--- config.mk ---
export PLATFORM = sky130hd
export DESIGN_NAME = id_operand_stage_flat
export DESIGN_NICKNAME = d
export VERILOG_FILES = /design/src/rtl/cpu_pkg.sv /design/src/rtl/id_operand_stage_if.sv /design/src/rtl/fwd_sel.sv /design/src/rtl/id_operand_stage.sv /design/src/flat_wrapper.sv
export SDC_FILE = /design/constraint.sdc
export NUM_CORES = 1
export LEC_CHECK = 0
export ABC_AREA = 1
export CORE_AREA = 2 2 193 195
export DETAILED_ROUTE_END_ITERATION = 7
export DIE_AREA = 0 0 195 197
export GPL_TIMING_DRIVEN = 0
export PLACE_DENSITY_LB_ADDON = 0.25
export SLEW_MARGIN = 10
export SYNTH_ARGS = -nofsm -noshare
export SYNTH_HDL_FRONTEND = slang
export SYNTH_HIERARCHICAL = 1
export SYNTH_SLANG_ARGS = --single-unit
--- constraint.sdc ---
create_clock -name clk -period 3.57 [get_ports clk]
set_input_delay 1.071 -clock clk [delete_from_list [all_inputs] [get_ports clk]]
set_output_delay 1.071 -clock clk [all_outputs]
set_load 0.05 [all_outputs]
--- src/rtl/cpu_pkg.sv ---
// Shared widths and forward-select encoding for the MIPS core pipeline.
package cpu_pkg;
  localparam int DATA_W = 32;
  localparam int REG_AW = 5;
  localparam int CTRL_W = 16;

  typedef enum logic [2:0] {
    FWD_ZERO,
    FWD_EX,
    FWD_MEM,
    FWD_WB,
    FWD_RF
  } fwd_e;
endpackage

--- src/rtl/id_operand_stage_if.sv ---
// Decode/operand-fetch stage signal bundle; slave is the stage, master drives it.
interface id_operand_stage_if
  import cpu_pkg::*;
#(
  parameter int DATA_W = cpu_pkg::DATA_W,
  parameter int REG_AW = cpu_pkg::REG_AW,
  parameter int CTRL_W = cpu_pkg::CTRL_W
);
  logic              id_valid;
  logic [REG_AW-1:0] id_rs, id_rt;
  logic              id_rs_used, id_rt_used;
  logic [DATA_W-1:0] id_imm, id_pc;
  logic [CTRL_W-1:0] id_ctrl;
  logic              id_wreg;
  logic [REG_AW-1:0] id_waddr;
  logic              id_is_load;
  logic [REG_AW-1:0] rf_raddr1, rf_raddr2;
  logic [DATA_W-1:0] rf_rdata1, rf_rdata2;
  logic              ex_valid, ex_wreg, ex_is_load;
  logic [REG_AW-1:0] ex_waddr;
  logic [DATA_W-1:0] ex_wdata;
  logic              mem_valid, mem_wreg, mem_is_load, mem_load_ready;
  logic [REG_AW-1:0] mem_waddr;
  logic [DATA_W-1:0] mem_wdata;
  logic              wb_we;
  logic [REG_AW-1:0] wb_waddr;
  logic [DATA_W-1:0] wb_wdata;
  logic              ex_stall, flush;
  logic              id_stall;
  logic              ie_valid, ie_wreg, ie_is_load;
  logic [DATA_W-1:0] ie_opa, ie_opb, ie_imm, ie_pc;
  logic [CTRL_W-1:0] ie_ctrl;
  logic [REG_AW-1:0] ie_waddr, ie_rs, ie_rt;
  logic [31:0]       stall_cnt;
  fwd_e              fwd_a, fwd_b;

  modport slave (
    input  id_valid, id_rs, id_rt, id_rs_used, id_rt_used, id_imm, id_pc, id_ctrl,
           id_wreg, id_waddr, id_is_load, rf_rdata1, rf_rdata2,
           ex_valid, ex_wreg, ex_is_load, ex_waddr, ex_wdata,
           mem_valid, mem_wreg, mem_is_load, mem_load_ready, mem_waddr, mem_wdata,
           wb_we, wb_waddr, wb_wdata, ex_stall, flush,
    output rf_raddr1, rf_raddr2, id_stall, ie_valid, ie_wreg, ie_is_load,
           ie_opa, ie_opb, ie_imm, ie_pc, ie_ctrl, ie_waddr, ie_rs, ie_rt,
           stall_cnt, fwd_a, fwd_b
  );

  modport master (
    output id_valid, id_rs, id_rt, id_rs_used, id_rt_used, id_imm, id_pc, id_ctrl,
           id_wreg, id_waddr, id_is_load, rf_rdata1, rf_rdata2,
           ex_valid, ex_wreg, ex_is_load, ex_waddr, ex_wdata,
           mem_valid, mem_wreg, mem_is_load, mem_load_ready, mem_waddr, mem_wdata,
           wb_we, wb_waddr, wb_wdata, ex_stall, flush,
    input  rf_raddr1, rf_raddr2, id_stall, ie_valid, ie_wreg, ie_is_load,
           ie_opa, ie_opb, ie_imm, ie_pc, ie_ctrl, ie_waddr, ie_rs, ie_rt,
           stall_cnt, fwd_a, fwd_b
  );
endinterface

--- src/rtl/fwd_sel.sv ---
// Resolves one source operand: zero, EX, MEM, WB forward, else register file.
// A load still in flight on the matching path flags a hazard if the source is read.
module fwd_sel
  import cpu_pkg::*;
#(
  parameter int DATA_W = cpu_pkg::DATA_W,
  parameter int REG_AW = cpu_pkg::REG_AW
) (
  input  logic [REG_AW-1:0] addr,
  input  logic              used,
  input  logic              id_valid,
  input  logic [DATA_W-1:0] rf_rdata,
  input  logic              ex_valid,
  input  logic              ex_wreg,
  input  logic              ex_is_load,
  input  logic [REG_AW-1:0] ex_waddr,
  input  logic [DATA_W-1:0] ex_wdata,
  input  logic              mem_valid,
  input  logic              mem_wreg,
  input  logic              mem_is_load,
  input  logic              mem_load_ready,
  input  logic [REG_AW-1:0] mem_waddr,
  input  logic [DATA_W-1:0] mem_wdata,
  input  logic              wb_we,
  input  logic [REG_AW-1:0] wb_waddr,
  input  logic [DATA_W-1:0] wb_wdata,
  output logic [DATA_W-1:0] operand,
  output fwd_e              sel,
  output logic              hazard
);
  logic live;
  assign live = id_valid & used;

  always_comb begin
    operand = rf_rdata;
    sel     = FWD_RF;
    hazard  = 1'b0;
    if (addr == '0) begin
      operand = '0;
      sel     = FWD_ZERO;
    end else if (ex_valid && ex_wreg && ex_waddr == addr) begin
      operand = ex_wdata;
      sel     = FWD_EX;
      hazard  = ex_is_load & live;
    end else if (mem_valid && mem_wreg && mem_waddr == addr) begin
      operand = mem_wdata;
      sel     = FWD_MEM;
      hazard  = mem_is_load & ~mem_load_ready & live;
    end else if (wb_we && wb_waddr == addr) begin
      // RF write ordering within the cycle is not relied upon
      operand = wb_wdata;
      sel     = FWD_WB;
    end
  end
endmodule

--- src/rtl/id_operand_stage.sv ---
// ID operand fetch with EX/MEM/WB forwarding, load-use stall and the ID/EX register.
module id_operand_stage #(
  parameter int DATA_W = cpu_pkg::DATA_W,
  parameter int REG_AW = cpu_pkg::REG_AW,
  parameter int CTRL_W = cpu_pkg::CTRL_W
) (
  input logic          clk,
  input logic          rst,
  id_operand_stage_if.slave bus
);
  import cpu_pkg::*;

  logic [DATA_W-1:0] opa, opb;
  logic              haz_a, haz_b, hazard, stall;
  fwd_e              sel_a, sel_b;

  assign bus.rf_raddr1 = bus.id_rs;
  assign bus.rf_raddr2 = bus.id_rt;

  fwd_sel #(.DATA_W(DATA_W), .REG_AW(REG_AW)) u_fwd_a (
    .addr(bus.id_rs), .used(bus.id_rs_used), .id_valid(bus.id_valid), .rf_rdata(bus.rf_rdata1),
    .ex_valid(bus.ex_valid), .ex_wreg(bus.ex_wreg), .ex_is_load(bus.ex_is_load),
    .ex_waddr(bus.ex_waddr), .ex_wdata(bus.ex_wdata),
    .mem_valid(bus.mem_valid), .mem_wreg(bus.mem_wreg), .mem_is_load(bus.mem_is_load),
    .mem_load_ready(bus.mem_load_ready), .mem_waddr(bus.mem_waddr), .mem_wdata(bus.mem_wdata),
    .wb_we(bus.wb_we), .wb_waddr(bus.wb_waddr), .wb_wdata(bus.wb_wdata),
    .operand(opa), .sel(sel_a), .hazard(haz_a)
  );

  fwd_sel #(.DATA_W(DATA_W), .REG_AW(REG_AW)) u_fwd_b (
    .addr(bus.id_rt), .used(bus.id_rt_used), .id_valid(bus.id_valid), .rf_rdata(bus.rf_rdata2),
    .ex_valid(bus.ex_valid), .ex_wreg(bus.ex_wreg), .ex_is_load(bus.ex_is_load),
    .ex_waddr(bus.ex_waddr), .ex_wdata(bus.ex_wdata),
    .mem_valid(bus.mem_valid), .mem_wreg(bus.mem_wreg), .mem_is_load(bus.mem_is_load),
    .mem_load_ready(bus.mem_load_ready), .mem_waddr(bus.mem_waddr), .mem_wdata(bus.mem_wdata),
    .wb_we(bus.wb_we), .wb_waddr(bus.wb_waddr), .wb_wdata(bus.wb_wdata),
    .operand(opb), .sel(sel_b), .hazard(haz_b)
  );

  assign hazard       = haz_a | haz_b;
  // flush does not mask the stall; the redirect is handled upstream
  assign stall        = hazard | bus.ex_stall;
  assign bus.id_stall = stall;
  assign bus.fwd_a    = sel_a;
  assign bus.fwd_b    = sel_b;

  always_ff @(posedge clk) begin
    if (rst) begin
      bus.ie_valid   <= 1'b0;
      bus.ie_wreg    <= 1'b0;
      bus.ie_is_load <= 1'b0;
      bus.ie_opa     <= '0;
      bus.ie_opb     <= '0;
      bus.ie_imm     <= '0;
      bus.ie_pc      <= '0;
      bus.ie_ctrl    <= '0;
      bus.ie_waddr   <= '0;
      bus.ie_rs      <= '0;
      bus.ie_rt      <= '0;
      bus.stall_cnt  <= '0;
    end else begin
      if (bus.id_valid && stall && !bus.flush && bus.stall_cnt != 32'hFFFF_FFFF)
        bus.stall_cnt <= bus.stall_cnt + 32'd1;

      if (bus.flush || (hazard && !bus.ex_stall)) begin
        bus.ie_valid <= 1'b0;
        bus.ie_wreg  <= 1'b0;
      end else if (!bus.ex_stall) begin
        bus.ie_valid   <= bus.id_valid;
        bus.ie_wreg    <= bus.id_wreg & bus.id_valid;
        bus.ie_is_load <= bus.id_is_load;
        bus.ie_opa     <= opa;
        bus.ie_opb     <= opb;
        bus.ie_imm     <= bus.id_imm;
        bus.ie_pc      <= bus.id_pc;
        bus.ie_ctrl    <= bus.id_ctrl;
        bus.ie_waddr   <= bus.id_waddr;
        bus.ie_rs      <= bus.id_rs;
        bus.ie_rt      <= bus.id_rt;
      end
    end
  end
endmodule

--- src/flat_wrapper.sv ---
// flat-port wrapper written by rule: the top's interface ports become plain ports
module id_operand_stage_flat import cpu_pkg::*;
#(
  parameter int DATA_W = cpu_pkg::DATA_W,
  parameter int REG_AW = cpu_pkg::REG_AW,
  parameter int CTRL_W = cpu_pkg::CTRL_W
)
  (clk, rst, bus_id_valid, bus_id_rs, bus_id_rt, bus_id_rs_used, bus_id_rt_used, bus_id_imm, bus_id_pc, bus_id_ctrl, bus_id_wreg, bus_id_waddr, bus_id_is_load, bus_rf_rdata1, bus_rf_rdata2, bus_ex_valid, bus_ex_wreg, bus_ex_is_load, bus_ex_waddr, bus_ex_wdata, bus_mem_valid, bus_mem_wreg, bus_mem_is_load, bus_mem_load_ready, bus_mem_waddr, bus_mem_wdata, bus_wb_we, bus_wb_waddr, bus_wb_wdata, bus_ex_stall, bus_flush, bus_rf_raddr1, bus_rf_raddr2, bus_id_stall, bus_ie_valid, bus_ie_wreg, bus_ie_is_load, bus_ie_opa, bus_ie_opb, bus_ie_imm, bus_ie_pc, bus_ie_ctrl, bus_ie_waddr, bus_ie_rs, bus_ie_rt, bus_stall_cnt, bus_fwd_a, bus_fwd_b);
  id_operand_stage_if #(.DATA_W(DATA_W), .REG_AW(REG_AW), .CTRL_W(CTRL_W)) bus_i ();
  input logic clk;
  input logic rst;
  input wire logic [$bits(bus_i.id_valid)-1:0] bus_id_valid;
  input wire logic [$bits(bus_i.id_rs)-1:0] bus_id_rs;
  input wire logic [$bits(bus_i.id_rt)-1:0] bus_id_rt;
  input wire logic [$bits(bus_i.id_rs_used)-1:0] bus_id_rs_used;
  input wire logic [$bits(bus_i.id_rt_used)-1:0] bus_id_rt_used;
  input wire logic [$bits(bus_i.id_imm)-1:0] bus_id_imm;
  input wire logic [$bits(bus_i.id_pc)-1:0] bus_id_pc;
  input wire logic [$bits(bus_i.id_ctrl)-1:0] bus_id_ctrl;
  input wire logic [$bits(bus_i.id_wreg)-1:0] bus_id_wreg;
  input wire logic [$bits(bus_i.id_waddr)-1:0] bus_id_waddr;
  input wire logic [$bits(bus_i.id_is_load)-1:0] bus_id_is_load;
  input wire logic [$bits(bus_i.rf_rdata1)-1:0] bus_rf_rdata1;
  input wire logic [$bits(bus_i.rf_rdata2)-1:0] bus_rf_rdata2;
  input wire logic [$bits(bus_i.ex_valid)-1:0] bus_ex_valid;
  input wire logic [$bits(bus_i.ex_wreg)-1:0] bus_ex_wreg;
  input wire logic [$bits(bus_i.ex_is_load)-1:0] bus_ex_is_load;
  input wire logic [$bits(bus_i.ex_waddr)-1:0] bus_ex_waddr;
  input wire logic [$bits(bus_i.ex_wdata)-1:0] bus_ex_wdata;
  input wire logic [$bits(bus_i.mem_valid)-1:0] bus_mem_valid;
  input wire logic [$bits(bus_i.mem_wreg)-1:0] bus_mem_wreg;
  input wire logic [$bits(bus_i.mem_is_load)-1:0] bus_mem_is_load;
  input wire logic [$bits(bus_i.mem_load_ready)-1:0] bus_mem_load_ready;
  input wire logic [$bits(bus_i.mem_waddr)-1:0] bus_mem_waddr;
  input wire logic [$bits(bus_i.mem_wdata)-1:0] bus_mem_wdata;
  input wire logic [$bits(bus_i.wb_we)-1:0] bus_wb_we;
  input wire logic [$bits(bus_i.wb_waddr)-1:0] bus_wb_waddr;
  input wire logic [$bits(bus_i.wb_wdata)-1:0] bus_wb_wdata;
  input wire logic [$bits(bus_i.ex_stall)-1:0] bus_ex_stall;
  input wire logic [$bits(bus_i.flush)-1:0] bus_flush;
  output wire logic [$bits(bus_i.rf_raddr1)-1:0] bus_rf_raddr1;
  output wire logic [$bits(bus_i.rf_raddr2)-1:0] bus_rf_raddr2;
  output wire logic [$bits(bus_i.id_stall)-1:0] bus_id_stall;
  output wire logic [$bits(bus_i.ie_valid)-1:0] bus_ie_valid;
  output wire logic [$bits(bus_i.ie_wreg)-1:0] bus_ie_wreg;
  output wire logic [$bits(bus_i.ie_is_load)-1:0] bus_ie_is_load;
  output wire logic [$bits(bus_i.ie_opa)-1:0] bus_ie_opa;
  output wire logic [$bits(bus_i.ie_opb)-1:0] bus_ie_opb;
  output wire logic [$bits(bus_i.ie_imm)-1:0] bus_ie_imm;
  output wire logic [$bits(bus_i.ie_pc)-1:0] bus_ie_pc;
  output wire logic [$bits(bus_i.ie_ctrl)-1:0] bus_ie_ctrl;
  output wire logic [$bits(bus_i.ie_waddr)-1:0] bus_ie_waddr;
  output wire logic [$bits(bus_i.ie_rs)-1:0] bus_ie_rs;
  output wire logic [$bits(bus_i.ie_rt)-1:0] bus_ie_rt;
  output wire logic [$bits(bus_i.stall_cnt)-1:0] bus_stall_cnt;
  output wire logic [$bits(bus_i.fwd_a)-1:0] bus_fwd_a;
  output wire logic [$bits(bus_i.fwd_b)-1:0] bus_fwd_b;
  assign bus_i.id_valid = bus_id_valid;
  assign bus_i.id_rs = bus_id_rs;
  assign bus_i.id_rt = bus_id_rt;
  assign bus_i.id_rs_used = bus_id_rs_used;
  assign bus_i.id_rt_used = bus_id_rt_used;
  assign bus_i.id_imm = bus_id_imm;
  assign bus_i.id_pc = bus_id_pc;
  assign bus_i.id_ctrl = bus_id_ctrl;
  assign bus_i.id_wreg = bus_id_wreg;
  assign bus_i.id_waddr = bus_id_waddr;
  assign bus_i.id_is_load = bus_id_is_load;
  assign bus_i.rf_rdata1 = bus_rf_rdata1;
  assign bus_i.rf_rdata2 = bus_rf_rdata2;
  assign bus_i.ex_valid = bus_ex_valid;
  assign bus_i.ex_wreg = bus_ex_wreg;
  assign bus_i.ex_is_load = bus_ex_is_load;
  assign bus_i.ex_waddr = bus_ex_waddr;
  assign bus_i.ex_wdata = bus_ex_wdata;
  assign bus_i.mem_valid = bus_mem_valid;
  assign bus_i.mem_wreg = bus_mem_wreg;
  assign bus_i.mem_is_load = bus_mem_is_load;
  assign bus_i.mem_load_ready = bus_mem_load_ready;
  assign bus_i.mem_waddr = bus_mem_waddr;
  assign bus_i.mem_wdata = bus_mem_wdata;
  assign bus_i.wb_we = bus_wb_we;
  assign bus_i.wb_waddr = bus_wb_waddr;
  assign bus_i.wb_wdata = bus_wb_wdata;
  assign bus_i.ex_stall = bus_ex_stall;
  assign bus_i.flush = bus_flush;
  assign bus_rf_raddr1 = bus_i.rf_raddr1;
  assign bus_rf_raddr2 = bus_i.rf_raddr2;
  assign bus_id_stall = bus_i.id_stall;
  assign bus_ie_valid = bus_i.ie_valid;
  assign bus_ie_wreg = bus_i.ie_wreg;
  assign bus_ie_is_load = bus_i.ie_is_load;
  assign bus_ie_opa = bus_i.ie_opa;
  assign bus_ie_opb = bus_i.ie_opb;
  assign bus_ie_imm = bus_i.ie_imm;
  assign bus_ie_pc = bus_i.ie_pc;
  assign bus_ie_ctrl = bus_i.ie_ctrl;
  assign bus_ie_waddr = bus_i.ie_waddr;
  assign bus_ie_rs = bus_i.ie_rs;
  assign bus_ie_rt = bus_i.ie_rt;
  assign bus_stall_cnt = bus_i.stall_cnt;
  assign bus_fwd_a = bus_i.fwd_a;
  assign bus_fwd_b = bus_i.fwd_b;
  id_operand_stage #(.DATA_W(DATA_W), .REG_AW(REG_AW), .CTRL_W(CTRL_W)) u_core (.clk(clk), .rst(rst), .bus(bus_i));
endmodule
; ---- After elaboration in Yosys (flattened, before gate mapping)
; Index checks and enable logic that the tools add are counted.
[totals]
reg_bits = 194
input_bits = 287
output_inout_bits = 211
elab_cells = 74
[op_classes]
add_sub_neg = 1
eq_ne = 7
mux = 22
bitwise_logic = 13
n_reduce_logical = 19
[op_table]
columns = op, count
row1 = 32-bit two-way mux, 8
row2 = 32-bit by 1-bit adder with 32-bit output (second input constant), 1
row3 = 32-bit inequality test (second input constant), 1
row4 = 5-bit == test, 6
row5 = 3-bit two-way mux, 8
row6 = 1-bit logical AND, 12
row7 = 5-bit logical NOT, 2
row8 = 1-bit bitwise AND, 8
row9 = 1-bit two-way mux, 6
row10 = 1-bit NOT, 3
row11 = 1-bit logical NOT, 2
row12 = 1-bit OR, 2
row13 = 2-bit AND reduction, 1
row14 = 2-bit OR reduction, 1
row15 = 1-bit logical OR, 1

; ---- Logic depth before layout (Yosys ltp)
[logic_depth]
word_depth = 11
depth_mapped = 17
ltp_nobuf = 15

; ---- Hierarchy
; Netlist, hierarchy kept.
[by_module_without_submodules]
columns = mod, instances, cells_per_inst, area_each_um2, seq_area_each_um2
row1 = id_operand_stage, 1, 1052, 7862.5, 3883.7
row2 = fwd_sel, 2, 383, 1729.2, 0.0

; ---- Least setup slack after synthesis
; OpenSTA, ideal clock, no wires.
[synth_timing]
path_kind = in2out
start = input port bus_id_rs[1]
end = output port bus_fwd_a[2]
arrival_ns = 2.787
t_required_ns = 2.499
slack_ns = -0.288
cell_stages = 8
path_cell_list = inv_2 > nand2_1 > nand2_1 > nor2_1 > nand3_1 > buf_2 > nand2_1 > nor3_1
[synth_via]
elab_chain_cells = 6
word_cells_on_any_way = 11
[synth_rtl]
columns = item, line_no
row1 = start: declaration, flat_wrapper.sv:13  ; input wire logic [$bits(bus_i.id_rs)-1:0] bus_id_rs;
row2 = 5-bit == test, fwd_sel.sv:49  ; end else if (wb_we && wb_waddr == addr) begin
row3 = 1-bit logical AND, fwd_sel.sv:49
row4 = 3-bit two-way mux, fwd_sel.sv:49
row5 = 3-bit two-way mux, fwd_sel.sv:45  ; end else if (mem_valid && mem_wreg && mem_waddr == addr) begin
row6 = 3-bit two-way mux, fwd_sel.sv:41  ; end else if (ex_valid && ex_wreg && ex_waddr == addr) begin
row7 = 3-bit two-way mux *, fwd_sel.sv:38  ; if (addr == '0) begin
row8 = end: declaration, flat_wrapper.sv:56  ; output wire logic [$bits(bus_i.fwd_a)-1:0] bus_fwd_a;
; Mark *: on every way between the ends. The rest lies on a longest branch, timed or not.

; ---- Final worst setup path
[layout_timing]
start = input port bus_id_rt[4]
end = output port bus_id_stall
[layout_via]
elab_chain_cells = 7
word_cells_on_any_way = 10
[layout_rtl]
columns = item, line_no
row1 = start: declaration, flat_wrapper.sv:14  ; input wire logic [$bits(bus_i.id_rt)-1:0] bus_id_rt;
row2 = 5-bit == test, fwd_sel.sv:45
row3 = 1-bit logical AND, fwd_sel.sv:45
row4 = 1-bit two-way mux, fwd_sel.sv:45
row5 = 1-bit two-way mux, fwd_sel.sv:41
row6 = 1-bit two-way mux *, fwd_sel.sv:38
row7 = net u_core.haz_b, id_operand_stage.sv:14  ; logic haz_a, haz_b, hazard, stall;
row8 = 1-bit OR *, id_operand_stage.sv:40  ; assign hazard = haz_a | haz_b;
row9 = 1-bit OR *, id_operand_stage.sv:42  ; assign stall = hazard | bus.ex_stall;
row10 = end: declaration, flat_wrapper.sv:43  ; output wire logic [$bits(bus_i.id_stall)-1:0] bus_id_stall;
; The timed path passes the listed nets; every way through them passes the cells marked *.

==> out/qor.csv <==
stage,metric,value,unit
status,status,"complete, but fails checks",
status,violations,negative setup slack,
clock_network,clk_latency,440,ps
grt,grt_pass1_wl,85500,um
min_path,min_delay_path_depth,2,
sta,slew-limit-headroom,53.0,%
yosys,syn_area,11300,sq um
yosys,synthMuxAreaShare,0,%
clock_network,htree_levels,4,
finish,n_fill_cell,3708,
sta,period_needed,3650,ps
finish,nNetsFinal,2678,
die,die_area,38400,sq um
finish,area_delta_synth_final,61.5,%
worst_setup_path,slowest_stage,nor2_4,
min_path,holdCritStartpoint,u_core/bus.ie_pc[3],
sta,worst_slack,-75.2,ps
place,place_area,16900,sq um
yosys,ys_ff_latch,194,
finish,final-seq-area,3880,sq um
yosys,async_reset_ff_share,0,%
clock_network,clock_sinks,194,
grt,gr-usage-all-layers,29.2,%
worst_setup_path,cp_cell_sequence,buf_12 -> buf_6 -> nand2_4 -> nand2_4 -> nor2_4 -> nand3_2 -> buf_6 -> nand3b_1 -> a21oi_2 -> nor2_4 -> nand2_2 -> buf_8,
pwr,power,6.25,mW
job,drv_cap,0,
worst_setup_path,worstSetupEndpointType,primary output,
yosys,synth-compound-area-share,19.0,%
pwr,power.density,342,nW/um^2
pwr,vdd_drop_max,0.324,mV
clock_network,cts_tree,built,
die,die_width,195,um
grt,grt_max_degree,17,
worst_setup_path,r2r-start,u_core/bus.stall_cnt[0],
routing,vias,14659,
yosys,synth-seq-area-share,34.3,%
die,rows,70,
min_path,min_to,u_core/bus.ie_pc[3],
place,place.gp.congestion,0.998,
routing,drc_errors,0,
yosys,synth_top_family_by_area,simple AND/OR/NAND/NOR gates,
routing,routed_wl,57900,um
finish,drive_gt1_share,12.2,%
worst_setup_path,crit_path_start_kind,input port,
clock_network,cts.clk_slew.worst_paths,70,ps
sta,finalSetupViolCount,1,
sta,hold_ws,443,ps
worst_setup_path,ff2ff_path_depth,11,
pwr,p_leak,7.68,nW
yosys,synth-edff-count,0,
worst_setup_path,required,2500,ps
sta,tns,-75.2,ps
sta,fmax,274,MHz
finish,multi_input_area,6210,sq um
worst_setup_path,cp_top_family,simple AND/OR/NAND/NOR gates,
grt,antenna_found_initial,12,
yosys,avgSynthCellArea,6.23,sq um
clock_network,cts-buffers-inserted,17,
routing,ant_nets,0,
routing,drtPass1Iterations,6,
routing,first_iter_violations,1344,
grt,grt_pass1_vias,14103,
worst_setup_path,worstReg2RegEnd,u_core/bus.stall_cnt[23],
die,ios,498,
place,numPortBuffers,496,
yosys,synth-warning-count,6,
clock_network,clock_path_buffers,2,
yosys,synthSimpleGateAreaFrac,32.4,%
die,coreArea,36300,sq um
worst_setup_path,crit_arrival,2570,ps
yosys,synth_cells,1818,
die,start_util,31.2,%
min_path,hold_path.class,reg2reg,
worst_setup_path,worstPathBufferInverterCount,4,
yosys,synth_fp_nets,2106,
worst_setup_path,critPathMaxStageDelay,190,ps
clock_network,clockRootBuffer,clkbuf_16,
routing,wire_per_inst,20.1,um
yosys,synth.distinct_cells,35,
sta,tightest_slew,705,ps
die,die_h,197,um
sta,rsz0062_at_grt,yes,
sta,period_share,102,%
finish,final_cell_area,18300,sq um
yosys,synth_xor_area_share,0.542,%
place,hpwlAfterDp,45800,um
routing,avgViaCountPerCell,5.10,
sta,skew,5.76,ps
worst_setup_path,worst-path-max-fanout,3,
sta,finalHoldViolations,0,
yosys,synth-main-ff-cell,dfxtp_1,
grt,grt-ovfl-total,0,
worst_setup_path,r2r_setup_slack,1730,ps
worst_setup_path,crit_type,in2out,
sta,drv_slew,0,
yosys,synth-adder-area-share,0.111,%
-- tightest hold or removal path: stages (launching register included) --
cell and delay [ps]:
dfxtp_1 310, inv_1 40, a21oi_1 50
-- how the worst max path moves through the flow --
stage | startpoint | end | slack [ps] | depth (start not counted)
floorplan | bus_id_rt[1] | bus_id_stall | 30 | 10
global placement | bus_id_rt[4] | bus_id_stall | -2140 | 13
detailed placement | bus_id_rt[4] | bus_id_stall | -2190 | 13
CTS | bus_id_rt[4] | bus_id_stall | -70 | 12
global route | bus_id_rt[4] | bus_id_stall | -100 | 13
finish | bus_id_rt[4] | bus_id_stall | -80 | 12
-- Yosys cell counts (all sizes together), types with 4 or more instances --
cell | n | share of area (%)
clkbuf | 74 | 2.5
buf | 59 | 3.3
nand3b | 4 | 0.30
nand2 | 328 | 11
nor2 | 252 | 9.1
nand3 | 153 | 6.9
o21ai | 230 | 10
nand4 | 74 | 4.1
xor2 | 7 | 0.54
a21oi | 186 | 8.5
nor3 | 13 | 0.80
inv | 237 | 7.9
dfxtp | 194 | 34
-- logic make-up after synthesis --
family / Yosys count
AO/OA/AOI/OAI: 421
adder cells (fa/ha/maj): 1
buffers and inverters: 370
flip-flops: 194
AND/OR/NAND/NOR: 825
XOR/XNOR: 7
-- per-stage QoR --
step | setup slack, ps | utilization (%) | cells
after floorplan | 31.0 | - | 1818
after global placement | -2140 | 46.6 | 2782
after detailed placement | -2190 | 46.6 | 2782
after CTS | -74.8 | 50.0 | 2859
after global routing | -99.1 | 50.4 | 2876
final | -75.2 | 50.4 | 2876
-- repair_timing --
item,CTS,global route
buffers inserted,51,12
hold buffers,0,0
resized for setup,253,45
endpoints found under the hold margin,0,0
pin swaps,44,30
endpoints found under the setup margin,211,63
-- power by group --
group / internal [mW] / switching, mW
Sequential: 2.29 / 0.0720
Clock: 1.11 / 0.877
Combinational: 0.737 / 1.16
-- cells in the final DEF (no fill, tap or decap), drive strengths merged, types with 4 or more instances in the layout --
cell type	n
nand4	74
nand3	153
dfxtp	194
o21ai	230
buf	142
inv	240
nor2	252
diode	7
nor3	13
a21oi	186
nand2	328
clkbuf	101
clkdlybuf4s50	458
xor2	7
nand3b	4
-- registers in the layout (all words and copies together), names as in the netlist --
name	count
u_core/bus.ie_imm	32
u_core/bus.ie_opa	32
u_core/bus.ie_opb	32
u_core/bus.ie_pc	32
u_core/bus.stall_cnt	32
u_core/bus.ie_ctrl	16
u_core/bus.ie_rs	5
u_core/bus.ie_rt	5
u_core/bus.ie_waddr	5
u_core/bus.ie_is_load	1
u_core/bus.ie_valid	1
u_core/bus.ie_wreg	1
-- final cells by class --
cell class,count,area share (%)
Clock buffer,21,2.63
Timing Repair Buffer,559,29.7
Buffer,127,3.52
Sequential cell,194,21.2
Inverter,237,4.99
Multi-Input combinational cell,1254,33.9
Clock inverter,9,0.657
Tap cell,468,3.20
Antenna cell,7,0.0958
-- per-layer routing --
layer	track usage [%]	wire, um	vias up
met1	35.9	23300	6685
met2	49.8	26900	802
met5	0	51	-
li1	-	-	7027
met3	6.07	5050	137
met4	12.2	2480	8
(Power assumes the default switching activity.)
